[config.mk]
export PLATFORM = sky130hd
export DESIGN_NAME = lfsr_gen
export DESIGN_NICKNAME = d
export VERILOG_FILES = /design/src/rtl/lfsr_gen.sv
export SDC_FILE = /design/constraint.sdc
export NUM_CORES = 1
export LEC_CHECK = 0
export BUFFER_PORTS_ARGS = -buffer_cell sky130_fd_sc_hd__buf_2
export CORE_ASPECT_RATIO = 1.75
export CORE_MARGIN = 2
export CORE_UTILIZATION = 35
export DETAILED_ROUTE_END_ITERATION = 7
export MAX_ROUTING_LAYER = met4
export PLACE_DENSITY = 0.56
export SETUP_SLACK_MARGIN = 0.4
export SLEW_MARGIN = 15
export SYNTH_ARGS = -nofsm -noshare
export SYNTH_HDL_FRONTEND = slang
export SYNTH_SLANG_ARGS = --single-unit
[constraint.sdc]
create_clock -name i_clk -period 2 [get_ports i_clk]
set_input_delay 0.5 -clock i_clk [delete_from_list [all_inputs] [get_ports i_clk]]
set_output_delay 0.5 -clock i_clk [all_outputs]
set_load 0.01 [all_outputs]
[src/rtl/lfsr_gen.sv]
// lfsr_gen: parametrised Fibonacci/Galois linear-feedback sequence generator.
// Several steps can be taken per enabled clock; the intermediate steps are
// never visible on the outputs.
// It also provides a runtime seed load, a period-wrap pulse and an advance
// counter.
// Optional build macro: LFSR_ZERO_GUARD_EN. When it is defined, the all-zero
// state is never reached: a zero load, or a zero stepped value, is replaced
// by SEED.
module lfsr_gen #(
    parameter int               WIDTH         = 20,
    parameter logic [WIDTH-1:0] TAPS          = 20'h90000,
    parameter logic [WIDTH-1:0] SEED          = 20'h00001,
    parameter int               MODE          = 0,
    parameter int               SHIFT_PER_CLK = 1
) (
    input  logic             i_clk,
    input  logic             i_rst,
    input  logic             i_enable,
    input  logic             i_load,
    input  logic [WIDTH-1:0] i_seed,
    output logic [WIDTH-1:0] o_data,
    output logic             o_bit,
    output logic             o_valid,
    output logic             o_wrap,
    output logic [WIDTH-1:0] o_cnt
);

    localparam logic [WIDTH-1:0] CNT_ONE = {{(WIDTH-1){1'b0}}, 1'b1};

    logic [WIDTH-1:0] start;
    logic [WIDTH-1:0] stepped;
    logic [WIDTH-1:0] load_val;

    // One LFSR step. MODE 0 shifts the tap parity in at bit 0 (Fibonacci).
    // MODE 1 XORs the tap mask in when the bit leaving the top is set (Galois).
    function automatic logic [WIDTH-1:0] step_once(input logic [WIDTH-1:0] s);
        logic fb;
        logic [WIDTH-1:0] r;
        fb = ^(s & TAPS);
        if (MODE == 0) begin
            r = {s[WIDTH-2:0], fb};
        end else begin
            r = {s[WIDTH-2:0], 1'b0} ^ (s[WIDTH-1] ? TAPS : '0);
        end
        return r;
    endfunction

    // SHIFT_PER_CLK steps, unrolled into a single combinational cloud.
    function automatic logic [WIDTH-1:0] step_n(input logic [WIDTH-1:0] s);
        logic [WIDTH-1:0] v;
        v = s;
        for (int k = 0; k < SHIFT_PER_CLK; k++) begin
            v = step_once(v);
        end
        return v;
    endfunction

    // Next state for an advancing edge, and the value a load would apply.
    always_comb begin
        stepped  = step_n(o_data);
        load_val = i_seed;
`ifdef LFSR_ZERO_GUARD_EN
        if (stepped == '0) begin
            stepped = SEED;
        end
        if (i_seed == '0) begin
            load_val = SEED;
        end
`endif
    end

    // State, start reference, advance counter and status pulses.
    // A load wins over enable.
    // The wrap test compares only the value seen at the clock boundary, so
    // passing through start inside an unrolled multi-step does not count.
    always_ff @(posedge i_clk or posedge i_rst) begin
        if (i_rst) begin
            o_data  <= SEED;
            start   <= SEED;
            o_cnt   <= '0;
            o_valid <= 1'b0;
            o_wrap  <= 1'b0;
        end else if (i_load) begin
            o_data  <= load_val;
            start   <= load_val;
            o_cnt   <= '0;
            o_valid <= 1'b0;
            o_wrap  <= 1'b0;
        end else if (i_enable) begin
            o_data  <= stepped;
            o_valid <= 1'b1;
            if (stepped == start) begin
                o_cnt  <= '0;
                o_wrap <= 1'b1;
            end else begin
                o_cnt  <= o_cnt + CNT_ONE;
                o_wrap <= 1'b0;
            end
        end else begin
            o_valid <= 1'b0;
            o_wrap  <= 1'b0;
        end
    end

    assign o_bit = o_data[WIDTH-1];

endmodule
==> metrics.txt <==
Power Total roughly 3.3 mW; worst r2r src start[12]$_DFFE_PP0P_; Final period util 0.869; Hold Vio Cnt, Final 0; CTS tree done; TritonCTS Buffers 9; Core ar. 9040 µm²; critical path's slowest cell dfrtp_1; starting density of the core 0.357; critical path class reg -> reg; top cells by area, synth dfrtp_1 (47%), o21ai_0 (6.7%), mux2i_1 (6.2%), xor2_1 (5.2%), nand2_1 (4.5%); Area Overhead vs Synth 32.5%; Peak VDD IR approximately 460 µV; predominant post-synthesis flop cell dfrtp_1; H-tree depth 3; CP required ~2.2 ns; die height between 100 and 150 µm; Post-synth top cells dfrtp_1 (60), o21ai_0 (43), nand2_1 (39), inv_1 (21), mux2i_1 (20); global route overflow 0; critical path capture point type flop; most frequent cell after synthesis dfrtp_1; PortBufs 66; Syn Nets between 300 and 400; DRC viols 0; fmax ~580 MHz; Final Setup Violations 0; Layout Skew a little over 0.007 ns; root buf cell clkbuf_16; Max stage delay on crit path 0.40 ns; Reg clk slew, reported paths 0.05 ns; vias about 2800; largest net degree at the start of global routing slightly above 80; Cell variety after synth between 40 and 50; RSZ-0062 raised after global routing true; DP HPWL between 5000 and 6000 µm; status finished clean; sinks on the clock net 62; Mean Syn Cell Area between 9 and 10 µm²; EDFF count, synth 0; Slew headroom 0.687; Total GRT Usage 0.187; critical path launch point start[12]$_DFFE_PP0P_; P per Cell Area about 780 nW/µm²; first-pass GRT wire length between 10000 and 15000 µm; critical path, cell by cell xor2_2, nor4_4, and4_4, a21oi_2, o31a_1; Detail Route Antenna Nets 0; drt total wl about 8600 µm; Tightest Pin Transition about 0.47 ns; I/O Pins 67; count of nets after finishing 447; share of cells above drive strength 1 0.351; Slew Viols, Final 0; Setup crit start kind flop; Rows 46; sequential-to-total area share from yosys stat 0.482; FF+latch count, synth 62; Synth async-reset ratio 1.00; initial antenna violation count 0; via/cell ratio around 5.1; Max Root-Sink Buffers 2; area leader, netlist dfrtp_1; n_diodes 0; number of max-cap violations 0; Fin Setup TNS 0 ns; initial drt markers ~230; crit path DAT 1.95 ns; post-synth top area share 0.466; Ys Warns 0; wire per inst about 16 µm; vias in the first global route 2822; Cells after Synth ~340; HP Class in -> async; Final GP Congestion about 0.80; worst-path fanout max 5; leakage approximately 2.0 nW; drt first pass iters 4; mapped cell area between 3000 and 4000 µm²; R2R cell count 5; DIE AREA about 10000 µm²; worst skew pair latency approximately 0.33 ns; hold slack final approximately 0.23 ns; minimum clock period 1.74 ns; die width about 77 µm
## worst max-delay path: cells and delay by family (launching register included)
family / cells / cell delay, ns
XOR/XNOR: 1 / 0.20
AO/OA/AOI/OAI: 2 / 0.33
flip-flops: 1 / 0.40
AND/OR/NAND/NOR: 2 / 0.68
## worst paths after layout
path	end	slack, ns
worst max-delay path	o_cnt[18]$_DFFE_PP0P_	0.26
worst min-delay path	o_cnt[14]$_DFFE_PP0P_	0.23
min in group i_clk	start[15]$_DFFE_PP0P_	0.40
worst min register to register	start[18]$_DFFE_PP0P_	0.54
max in group asynchronous	o_cnt[0]$_DFFE_PP0P_	1.43
worst max register to register	o_cnt[18]$_DFFE_PP0P_	0.26
## registers in the layout, indices dropped and copies added (netlist names)
register / flops
start: 20
o_cnt: 20
o_data: 20
o_valid: 1
o_wrap: 1
## cell families (layout without fill, tap and decap cells)
| kind of cell | Yosys count | after routing | synth area share |
|---|---|---|---|
| xor gates and xnor gates | 22 | 22 | 0.0644 |
| AOI/OAI and AO/OA | 79 | 79 | 0.135 |
| and+or+nand+nor | 111 | 111 | 0.187 |
| buffers and inverters | 43 | 129 | 0.0555 |
| muxes | 23 | 23 | 0.0726 |
| DFF | 62 | 62 | 0.482 |
| adders and majority gates | 1 | 1 | 0.00388 |
## cell type report
type                    instances  area, µm²
clock inverters                 5       25.0
inverters                      23       90.1
clock buffers                  11        243
multi-input cells             236       1630
fillers                       884       4760
flip-flops and latches         62       1560
well taps                     120        150
repair buffers                 90        573
## cells in the final DEF, fill, tap and decap left out, drive strengths merged, types with 6 or more instances in the layout
cell     n
nor4    12
clkbuf  11
nor3     6
buf     90
nand2   40
a21oi    8
nor2    16
mux2i   20
nand3    7
o22ai    6
o21ai   54
xor2    19
inv     21
dfrtp   60
clkinv   6
and3     7
## routing by layer
metal	vias to the layer above	global-route usage	wire [µm]
met2	64	0.343	4890
li1	1356	-	-
met5	-	-	0
met1	1352	0.194	3190
met4	0	0.0877	208
met3	17	0.0330	325
## power breakdown
| part | internal, mW | total, mW | switching (mW) |
|---|---|---|---|
| logic | 0.218 | 0.504 | 0.285 |
| clock network | 0.860 | 1.41 | 0.546 |
| registers | 1.34 | 1.42 | 0.0801 |
## through the flow
stage / utilization / setup WS (ns) / instances / area (µm²)
floorplan: - / 0.386 / 341 / 3280
global placement: 0.423 / 0.186 / 524 / 3820
detailed placement: 0.423 / 0.169 / 524 / 3820
CTS: 0.466 / 0.268 / 545 / 4210
global route: 0.473 / 0.159 / 547 / 4270
finish: 0.473 / 0.262 / 547 / 4270
## repair_timing
| action | CTS | global route |
|---|---|---|
| buffers inserted | 5 | 2 |
| pin swaps | 14 | 7 |
| hold buffers | 0 | 0 |
| resized for setup | 15 | 15 |
| setup endpoints to repair | 20 | 22 |
Note: power is estimated with default switching activity, not from simulation.
